[src/rtl/fetch_stage.sv]
`timescale 1ns/1ps
// Instruction fetch: owns the PC, issues credit-limited in-order imem requests,
// buffers returned words in a prefetch queue and drives the IF/ID register.
module fetch_stage #(
    parameter logic [31:0] RESET_PC = 32'h0000_0000,
    parameter int          DEPTH    = 2
) (
    input  logic        clk,
    input  logic        rst,
    output logic        imem_req_valid,
    input  logic        imem_req_ready,
    output logic [31:0] imem_req_addr,
    input  logic        imem_rsp_valid,
    input  logic [31:0] imem_rsp_data,
    input  logic        stall,
    input  logic        redirect,
    input  logic [31:0] redirect_pc,
    output logic [31:0] instruction,
    output logic [31:0] pc_address,
    output logic        valid
);

    localparam int           AW      = (DEPTH > 1) ? $clog2(DEPTH) : 1;
    localparam int           CW      = $clog2(DEPTH + 1);
    localparam logic [CW:0]  DEPTH_C = (CW + 1)'(DEPTH);
    localparam logic [31:0]  NOP     = 32'h0000_0013;

    logic [31:0]   pc_reg, pc_next;
    logic [CW-1:0] outstanding_reg, outstanding_next;
    logic [CW-1:0] discard_reg, discard_next;
    logic [CW-1:0] q_count_reg, q_count_next;
    logic [AW-1:0] fl_wr_reg, fl_wr_next, fl_rd_reg, fl_rd_next;
    logic [AW-1:0] q_head_reg, q_head_next, q_tail_reg, q_tail_next;
    logic [31:0]   instr_reg, instr_next, pca_reg, pca_next;
    logic          valid_reg, valid_next;

    logic [31:0]   fl_mem     [DEPTH];
    logic [31:0]   q_pc_mem   [DEPTH];
    logic [31:0]   q_word_mem [DEPTH];

    logic [CW:0]   credit_used;
    logic          req_valid, req_fire, rsp_fire, rsp_drop, rsp_keep;
    logic          q_empty, bypass, q_push, q_pop;
    logic [31:0]   rsp_pc;

    // Queued words plus in-flight requests never exceed DEPTH, so the queue cannot overflow.
    assign credit_used = {1'b0, q_count_reg} + {1'b0, outstanding_reg};
    assign req_valid   = rst && !redirect && (credit_used < DEPTH_C);
    assign req_fire    = req_valid && imem_req_ready;
    // A response with nothing outstanding is a protocol violation and is ignored.
    assign rsp_fire    = imem_rsp_valid && (outstanding_reg != '0);
    assign rsp_drop    = rsp_fire && (discard_reg != '0);
    assign rsp_keep    = rsp_fire && !rsp_drop;
    assign rsp_pc      = fl_mem[fl_rd_reg];
    assign q_empty     = (q_count_reg == '0);
    assign bypass      = rsp_keep && q_empty && !stall;
    assign q_push      = rsp_keep && !bypass;
    assign q_pop       = !stall && !q_empty;

    assign imem_req_valid = req_valid;
    assign imem_req_addr  = pc_reg;
    assign instruction    = instr_reg;
    assign pc_address     = pca_reg;
    assign valid          = valid_reg;

    always_comb begin
        pc_next          = pc_reg;
        outstanding_next = outstanding_reg;
        discard_next     = discard_reg;
        q_count_next     = q_count_reg;
        fl_wr_next       = fl_wr_reg;
        fl_rd_next       = fl_rd_reg;
        q_head_next      = q_head_reg;
        q_tail_next      = q_tail_reg;
        instr_next       = instr_reg;
        pca_next         = pca_reg;
        valid_next       = valid_reg;

        if (req_fire) begin
            pc_next    = pc_reg + 32'd4;
            fl_wr_next = fl_wr_reg + AW'(1);
        end
        if (rsp_fire) begin
            fl_rd_next = fl_rd_reg + AW'(1);
        end
        if (req_fire && !rsp_fire) begin
            outstanding_next = outstanding_reg + CW'(1);
        end else if (!req_fire && rsp_fire) begin
            outstanding_next = outstanding_reg - CW'(1);
        end
        if (rsp_drop) begin
            discard_next = discard_reg - CW'(1);
        end

        if (q_push) begin
            q_tail_next = q_tail_reg + AW'(1);
        end
        if (q_pop) begin
            q_head_next = q_head_reg + AW'(1);
        end
        if (q_push && !q_pop) begin
            q_count_next = q_count_reg + CW'(1);
        end else if (!q_push && q_pop) begin
            q_count_next = q_count_reg - CW'(1);
        end

        if (!stall) begin
            if (!q_empty) begin
                instr_next = q_word_mem[q_head_reg];
                pca_next   = q_pc_mem[q_head_reg];
                valid_next = 1'b1;
            end else if (bypass) begin
                instr_next = imem_rsp_data;
                pca_next   = rsp_pc;
                valid_next = 1'b1;
            end else begin
                instr_next = NOP;
                valid_next = 1'b0;
            end
        end

        // Redirect overrides stall: squash queue and IF/ID, drop everything still in flight.
        if (redirect) begin
            pc_next      = {redirect_pc[31:2], 2'b00};
            q_count_next = '0;
            q_head_next  = '0;
            q_tail_next  = '0;
            instr_next   = NOP;
            valid_next   = 1'b0;
            discard_next = outstanding_next;
        end
    end

    always_ff @(posedge clk or negedge rst) begin
        if (!rst) begin
            pc_reg          <= RESET_PC;
            outstanding_reg <= '0;
            discard_reg     <= '0;
            q_count_reg     <= '0;
            fl_wr_reg       <= '0;
            fl_rd_reg       <= '0;
            q_head_reg      <= '0;
            q_tail_reg      <= '0;
            instr_reg       <= NOP;
            pca_reg         <= '0;
            valid_reg       <= 1'b0;
        end else begin
            pc_reg          <= pc_next;
            outstanding_reg <= outstanding_next;
            discard_reg     <= discard_next;
            q_count_reg     <= q_count_next;
            fl_wr_reg       <= fl_wr_next;
            fl_rd_reg       <= fl_rd_next;
            q_head_reg      <= q_head_next;
            q_tail_reg      <= q_tail_next;
            instr_reg       <= instr_next;
            pca_reg         <= pca_next;
            valid_reg       <= valid_next;
        end
    end

    // Storage arrays carry no reset; validity is tracked by the pointers and counts.
    always_ff @(posedge clk) begin
        if (req_fire) begin
            fl_mem[fl_wr_reg] <= pc_reg;
        end
        if (q_push && !redirect) begin
            q_pc_mem[q_tail_reg]   <= rsp_pc;
            q_word_mem[q_tail_reg] <= imem_rsp_data;
        end
    end

endmodule
[config.mk]
export PLATFORM = sky130hd
export DESIGN_NAME = fetch_stage
export DESIGN_NICKNAME = d
export VERILOG_FILES = /design/src/rtl/fetch_stage.sv
export SDC_FILE = /design/constraint.sdc
export NUM_CORES = 1
export LEC_CHECK = 0
export CAP_MARGIN = 40
export CELL_PAD_IN_SITES_DETAIL_PLACEMENT = 0
export CELL_PAD_IN_SITES_GLOBAL_PLACEMENT = 2
export CORE_MARGIN = 3
export CORE_UTILIZATION = 40
export CTS_CLUSTER_SIZE = 10
export DETAILED_ROUTE_END_ITERATION = 10
export PLACE_DENSITY = 0.86
export SKIP_LAST_GASP = 1
export SLEW_MARGIN = 20
export SYNTH_ARGS = -nofsm -noshare
export SYNTH_HDL_FRONTEND = slang
export SYNTH_SLANG_ARGS = --single-unit
export TNS_END_PERCENT = 20
[constraint.sdc]
create_clock -name clk -period 13.7 [get_ports clk]
set_input_delay 2.055 -clock clk [delete_from_list [all_inputs] [get_ports clk]]
set_output_delay 2.055 -clock clk [all_outputs]
set_load 0.02 [all_outputs]
==> run metrics <==
Period Utilization, post-route=41.3%; DP HPWL=17.5 mm; largest net degree at the start of global routing=77; gr usage total=17.1%; Die Footprint=32300 sq um; synth cell count leaders=edfxtp_1, dfrtp_1, nor2_1, nand2_1, mux2i_1; number of synthesized flops with an enable pin=184; RSZ-0062 raised after global routing=false; WL/cell=18.6 um; Seq. cell area=8110 sq um; hold buffer count at cts=0; GP Congestion=0.748; fraction of layout cells with a size suffix above 1=10.6%; area leader, netlist=edfxtp_1; Async S/R FF share, synth=35.9%; grt ovf=0; R2R cell count=7; drt pass-1 iters=5; Setup Buffers After CTS=0; most numerous cell in the Yosys netlist=edfxtp_1; Pleak=0.00541 uW; footprint of the multi-input gates=3700 sq um; first-pass GRT wire length=44.7 mm; post-synth top area share=45.8%; number of global-route vias before repair=7678; status=completed; Main synth FF type=edfxtp_1; Worst Tran Pin Value=0.742 ns; flops & latches, synth=287; Worst slew margin=50.5%; Final Hold Violating Endpoints=0; Max Fclk=177 MHz; root buf cell=clkbuf_16; min cycle time layout=5.65 ns; register area share after synthesis=67.2%; Pwr Total=2570 uW; DIE HEIGHT=180 um; Antenna Cells=0; Site Rows=62; Reg2Reg Capture Point=imem_req_addr[31]; CTS buffer count=35; reg2reg setup slack=10.54 ns; antenna violations before repair=0; Final setup violation count=0; clock-pin slew on the worst setup and hold paths=0.05 ns; post-route insts no fill=1488; CP Data Arrival Time=3.60 ns; # clock sinks=287; Hold Startpoint=pc_address[9]; biggest regs=q_word_mem x64, fl_mem x60, q_pc_mem x60; crit path from=redirect; final instance area=15100 sq um; Post-Place Cells=1425; peak fanout along the critical path=34; Reg with most FFs=q_word_mem; Post-Syn Area per Cell=13.2 sq um; Synth Instances=917; clock skew=0.0140 ns; Endpoint, Worst Hold=pc_address[9]; H-Tree Depth=2; port bufs=161; Placed Area=14100 sq um; Fill cells=2493; Synth Warn #=0; post-route setup TNS=0 ns; Peak VDD IR=0.0822 mV; max_cap viols=0; Initial Util=41.2%; Pwr Density=170 nW/um^2; max FFs per register=64; TritonCTS clock tree=done; Area Growth Syn to Fin=25.5%; min-delay worst type=reg -> reg; CP Capture Type=primary output; final slew viol count=0; DRC Markers=0; Via-to-Cell Ratio=5.21; worst hold stages=2; total number of vias=7756; Ports=168; Post-Syn Area=12100 sq um; RR Startpoint=q_count_reg[0]; Max Root-Sink Buffers=3; WL final=27.8 mm; WP data required=11.64 ns; largest cells by area after synthesis=edfxtp_1, dfrtp_1, mux2i_1; Die X=180 um; Synth cell types=63; Iteration-0 DRC Markers=615; post-CTS sizing=0; Skew-Pair Late Insertion Delay=0.50 ns; Final #Nets=1153; CP Class=in -> out; core area=29200 sq um; Detail Route Antenna Nets=0; crit path launch type=input pin
==> critical path, stage by stage <==
cell and delay, ns:
buf_2 0.10, buf_4 0.24, nor4b_4 0.47, clkdlybuf4s50_1 0.71
==> how the worst max path moves through the flow <==
stage,to,slack [ns]
2_1_floorplan,q_pc_mem[1][10],3.90
3_3_place_gp,imem_req_valid,8.07
3_5_place_dp,imem_req_valid,8.07
4_1_cts,imem_req_valid,8.06
5_1_grt,imem_req_valid,7.96
6_report,imem_req_valid,8.05
==> per-stage QoR <==
stage | util [%] | hold slack, ns | worst slack (ns)
floorplan | - | 0.461 | 3.90
global placement | 48.0 | 0.461 | 8.07
detailed placement | 48.3 | 0.469 | 8.07
CTS | 51.7 | 0.476 | 8.06
global route | 51.8 | 0.485 | 7.96
finish | 51.8 | 0.475 | 8.05
==> cell type report <==
type	instances	area share, %
clock buffers	59	6.45
inverters	9	0.223
flip-flops and latches	287	53.6
multi-input cells	564	24.4
repair buffers	182	12.1
well taps	384	3.17
clock inverters	3	0.107
==> cells by family (layout without fill, tap and decap cells) <==
group / Yosys count / in the layout / share of synthesized area, %
other cells: 1 / 4 / 0.0311
compound gates: 169 / 169 / 8.93
fa+ha+maj: 5 / 5 / 0.560
xor+xnor: 6 / 6 / 0.436
simple gates: 283 / 283 / 12.0
buf+inv: 69 / 253 / 2.48
mux: 97 / 97 / 8.39
flops: 287 / 287 / 67.2
==> per-layer routing <==
| layer | GRT usage (%) | part of all wire (%) | vias up | wire [um] |
|---|---|---|---|---|
| met5 | 0 | 0 | - | 0 |
| met4 | 4.52 | 2.0 | 0 | 559 |
| met3 | 3.35 | 5.0 | 36 | 1390 |
| met2 | 25.7 | 44 | 206 | 12300 |
| met1 | 25.4 | 49 | 3773 | 13500 |
| li1 | - | - | 3741 | - |
==> cells in the final DEF (no fill, tap or decap), types with 4 or more instances in the layout <==
master           count
a211oi_1            30
a21o_1               7
a21oi_1             40
a221o_1              6
buf_4               18
clkbuf_1            23
clkbuf_16           35
clkdlybuf4s50_1    158
conb_1               4
dfrtp_1             99
edfxtp_1           184
inv_1                9
mux2_2              33
mux2i_1             64
nand2_1             74
nand3_1             19
nand4_1              9
nor2_1              78
nor2b_1             29
nor3_1              36
nor4_1               4
o211ai_1             8
o21ai_0             50
o311ai_0             8
xnor2_1              5
==> report_power, final <==
group / internal, uW / switching [uW] / total (uW)
registers: 1060 / 80.6 / 1140
clock network: 482 / 326 / 808
logic: 276 / 348 / 624
total: 1820 / 754 / 2570
Note: power is estimated with default switching activity, not from simulation.
==> RTL edit 1, RTL diff (same flow settings) <==
`DEPTH`: 2 -> 4.
--- a/src/rtl/fetch_stage.sv
+++ b/src/rtl/fetch_stage.sv
@@ -5,3 +5,3 @@
     parameter logic [31:0] RESET_PC = 32'h0000_0000,
-    parameter int          DEPTH    = 2
+    parameter int          DEPTH    = 4
 ) (
Function: changed (a bounded check fails within 4 cycles, from zero or initial values and one cycle with rst low).
==> RTL edit 1 against the unedited design <==
  * Power increased by 75%
  * Design area is 54% higher
  * Sequential share of layout area is 5.5 points higher
  * Routed wire length increased by 62%
  * Synthesized cell count increased by 26%
  * Synthesized area grew 59%
  * Sequential cell count increased by 191
  * First-iteration DRC count is 62% higher
  * Worst setup slack worse by 0.086 ns
  * Fmax decreased by 1.5%
  * Clock power rose by 63%
  * Global-route usage up 0.82 points
  * Via count rose by 42%
  * Critical endpoint unchanged
  * Largest power group unchanged
==> RTL edit 1: results (changes against the unedited design) <==
{
  "status": {"value": "completed"},
  "worst_setup_path_endpoint": {"value": "imem_req_valid"},
  "grt_antenna_before_repair": {"value": 2, "change": "+2"},
  "clock_insertion_delay_worst_skew": {"value": 0.58, "unit": "ns", "change": "+0.08 ns"},
  "cts.htree.levels": {"value": 2, "change": "unchanged"},
  "first_global_vias": {"value": 11426, "change": "+49%"},
  "hold_path_end": {"value": "valid$_DFFE_PN0P_"},
  "synth_top_cells_by_area": {"value": "edfxtp_1, dfrtp_1, mux4_2, nand2_1, nor2_1"},
  "crit_path_max_incr_delay": {"value": 0.73, "unit": "ns", "change": "+0.02 ns"},
  "routed_via_density": {"value": 5.56, "change": "+6.7%"},
  "global_route.usage.total": {"value": 0.179, "change": "+0.00815"},
  "hp-start": {"value": "valid$_DFFE_PN0P_"},
  "worst_slew_margin_rel": {"value": 0.478, "change": "-0.0271"},
  "drive_above_1_share": {"value": 0.159, "change": "+0.0529"},
  "drt-initial-drc-count": {"value": 999, "change": "+62%"},
  "worstRegToRegCells": {"value": 9, "change": "+2"},
  "ys_types": {"value": 65, "change": "+3.2%"},
  "synth-seq-area-share": {"value": 0.718, "change": "+0.0457"},
  "grt_first_pass_wirelength": {"value": 69400, "unit": "um", "change": "+55%"},
  "postSynth.asyncResetShare": {"value": 0.230, "change": "-0.129"},
  "vdd.ir_drop.worst": {"value": 0.000156, "unit": "V", "change": "+90%"},
  "synthTopCellsByCount": {"value": "edfxtp_1, dfrtp_1, nand2_1"},
  "r2r_start": {"value": "outstanding_reg[0]$_DFF_PN0_"},
  "globalplace.congestion": {"value": 0.768, "change": "+2.7%"},
  "wl_per_cell": {"value": 22.6, "unit": "um", "change": "+21%"},
  "cts_inserted_buffers": {"value": 55, "change": "+57%"},
  "yosysWarnings": {"value": 0, "change": "unchanged"},
  "die_w": {"value": 225, "unit": "um", "change": "+25%"},
  "hpwlAfterDp": {"value": 27400, "unit": "um", "change": "+57%"},
  "nets": {"value": 1421, "change": "+23%"},
  "totalWireLength": {"value": 44800, "unit": "um", "change": "+62%"},
  "rr_endpoint": {"value": "q_word_mem[0][2]$_DFFE_PP_"},
  "worst_clock_skew": {"value": 0.0165, "unit": "ns", "change": "+0.00249 ns"},
  "path_max_fanout": {"value": 50, "change": "+47%"},
  "reg2reg_setup_slack": {"value": 10.53, "unit": "ns", "change": "about the same"},
  "number_of_enable_type_register_cells_in_the_synthesized_netlist": {"value": 368, "change": "+100%"},
  "critPathArrivalTime": {"value": 3.68, "unit": "ns", "change": "+0.08 ns"},
  "dpl_cells": {"value": 1878, "change": "+32%"},
  "synth.avg_cell_area": {"value": 16.6, "unit": "um^2", "change": "+27%"},
  "power.static_leakage": {"value": 7.82, "unit": "nW", "change": "+45%"}
}
RTL edit 1: cell count changes after synthesis, sizes merged, moves of 23 or more:
cell,delta
mux2,-32
nand2,+26
a31oi,+30
a211oi,-29
a21oi,-23
a221oi,+30
edfxtp,+184
o21ai,-28
mux2i,-60
mux4,+92
RTL edit 1: layout make-up:
type,count,area (um^2)
Fill cell,3893,23700
Sequential cell,478,13800
Multi-Input combinational cell,584,5050
Timing Repair Buffer,194,2060
Clock buffer,96,1580
Tap cell,607,759
Inverter,21,78.8
Clock inverter,5,41.3
Antenna cell,1,2.50
RTL edit 1: stage by stage:
| step | cell area [um^2] | setup slack, ns | hold WS [ns] |
|---|---|---|---|
| 6_report | 23400 | 7.96 | 0.524 |
| 5_1_grt | 23400 | 7.92 | 0.561 |
| 4_1_cts | 23200 | 8.01 | 0.531 |
| 3_5_place_dp | 21600 | 8.03 | 0.519 |
| 3_3_place_gp | 21500 | 8.02 | 0.504 |
| 2_1_floorplan | 19200 | 8.33 | 0.548 |
RTL edit 1: metal layers:
layer | track usage | share of wire
met1 | 0.250 | 0.45
met2 | 0.293 | 0.48
met3 | 0.0335 | 0.055
met4 | 0.0441 | 0.017
met5 | 0 | 0.00051
RTL edit 1: cell families after synthesis:
family	after synthesis	share of synthesized area
flip-flops	478	0.718
buffers and inverters	97	0.0220
multiplexers	97	0.110
adder cells (fa/ha/maj)	17	0.0114
XOR/XNOR	9	0.00410
other	1	0.000195
AND/OR/NAND/NOR	303	0.0757
AO/OA/AOI/OAI	154	0.0584
RTL edit 1: tightest hold or removal path, cell delays in order, from the launching register on:
cell and delay, ns:
dfrtp_1 0.34, a21oi_1 0.07, nor2_1 0.08
RTL edit 1: power by group:
part	switching, mW	internal (mW)
logic	0.717	0.551
clock network	0.540	0.775
registers	0.150	1.76
total	1.41	3.09
==> RTL edit 2, RTL diff (same flow settings) <==
Made on the original files. Reset style: synchronous (`rst`), changed in one clocked block.
--- a/src/rtl/fetch_stage.sv
+++ b/src/rtl/fetch_stage.sv
@@ -133,3 +133,3 @@
 
-    always_ff @(posedge clk or negedge rst) begin
+    always_ff @(posedge clk) begin
         if (!rst) begin
Formal check against the unedited RTL: differs if rst is asserted again (counterexample within 4 cycles, from zero or initial values and one cycle with rst low); with rst held inactive, the same outputs for 4 cycles.
==> RTL edit 2 against the unedited design <==
  * Sequential share of layout area decreased by 1.6 points
  * Routed wire length is 4.1% lower
  * Power is 11% lower
  * Worst setup slack got worse by 0.46 ns
  * Via count decreased by 4.9%
  * Die area down 3.7%
  * Clock skew grew 0.016 ns
  * Design area shrank 3.0%
  * Synthesized area down 3.9%
  * Sequential cell count increased by 2
  * Highest routed layer unchanged
==> RTL edit 2: results (changes against the unedited design) <==
{
  "synth_top_cells_by_area": {"value": "edfxtp_1, dfxtp_1, mux2_2, nand2_1, mux2i_1"},
  "ys_types": {"value": 51, "change": "-19%"},
  "hold_path_end": {"value": "pc_address[31]$_SDFFE_PN0P_"},
  "pin_count_of_the_biggest_net_entering_global_routing": {"value": 70, "change": "-9.1%"},
  "clock_tree_area_fraction": {"value": 0.0698, "change": "+0.00423"},
  "multi_input_area": {"value": 3710, "unit": "um^2", "change": "+0.34%"},
  "dr.pass1.iters": {"value": 7, "change": "+2"},
  "grt_first_pass_wirelength": {"value": 41900, "unit": "um", "change": "-6.3%"},
  "finalWorstSetupSlack": {"value": 7.59, "unit": "ns", "change": "-0.456 ns"},
  "worstRegToRegCells": {"value": 6, "change": "-1"},
  "synth.avg_cell_area": {"value": 13.4, "unit": "um^2", "change": "+1.9%"},
  "routed_via_density": {"value": 5.17, "change": "-0.83%"},
  "layout.buffer.nonclock.area_share": {"value": 0.123, "change": "+0.00251"},
  "num-fill-cells": {"value": 2373, "change": "-4.8%"},
  "hp-start": {"value": "pc_address[31]$_SDFFE_PN0P_"},
  "status": {"value": "completed"},
  "final.signal_buffer_count": {"value": 178, "change": "-2.2%"},
  "path_max_fanout": {"value": 40, "change": "+18%"},
  "n_clock_buffer": {"value": 58, "change": "-1.7%"},
  "first_global_vias": {"value": 7328, "change": "-4.6%"},
  "clock_insertion_delay_worst_skew": {"value": 0.51, "unit": "ns"},
  "critPathArrivalTime": {"value": 4.05, "unit": "ns", "change": "+0.45 ns"},
  "reg2reg_setup_slack": {"value": 10.53, "unit": "ns", "change": "about the same"},
  "number_of_enable_type_register_cells_in_the_synthesized_netlist": {"value": 184, "change": "unchanged"},
  "post_dp_cell_area": {"value": 13700, "unit": "um^2", "change": "-3.2%"},
  "nets": {"value": 1098, "change": "-4.8%"},
  "worst_slew_margin_rel": {"value": 0.529, "change": "+0.0235"},
  "globalplace.congestion": {"value": 0.737, "change": "-1.5%"},
  "synth_compound_area_frac": {"value": 0.0992, "change": "+0.00984"},
  "origin_of_the_worst_setup_path": {"value": "redirect"},
  "synth.mux.area_fraction": {"value": 0.0896, "change": "+0.00564"},
  "global_route.usage.total": {"value": 0.170, "change": "-0.000855"},
  "drive_above_1_share": {"value": 0.137, "change": "+0.0313"},
  "multiInputCombCellCount": {"value": 508, "change": "-9.9%"},
  "worst_clock_skew": {"value": 0.0298, "unit": "ns", "change": "+0.0158 ns"},
  "non_clock_inverter_count": {"value": 11, "change": "+2"},
  "synthTopCellsByCount": {"value": "edfxtp_1, dfxtp_1, nand2_1"},
  "crit_path_max_incr_delay": {"value": 0.57, "unit": "ns", "change": "-0.14 ns"}
}
RTL edit 2: cell count changes after synthesis, sizes merged, moves of 30 or more:
cell | before | now
dfrtp | 100 | 0
a211oi | 30 | 0
nor2 | 80 | 44
dfxtp | 0 | 105
a21boi | 0 | 36
mux2i | 64 | 34
RTL edit 2: routing by layer:
metal  share of wire  wire, um  global-route usage
met2            0.47     12500               0.273
met5               0         0                   0
met4           0.018       484              0.0459
met3           0.047      1260              0.0308
met1            0.47     12400               0.238
RTL edit 2: power by group:
group | switching (mW) | internal, mW
combinational | 0.241 | 0.181
clock | 0.331 | 0.490
sequential | 0.0401 | 1.01
total | 0.612 | 1.68
RTL edit 2: metrics by stage:
step | hold WS, ns | std cells | utilization
floorplan | 0.481 | 868 | -
global placement | 0.455 | 1360 | 0.481
finish | 0.461 | 1427 | 0.521
CTS | 0.466 | 1427 | 0.521
global route | 0.482 | 1427 | 0.521
detailed placement | 0.460 | 1364 | 0.485
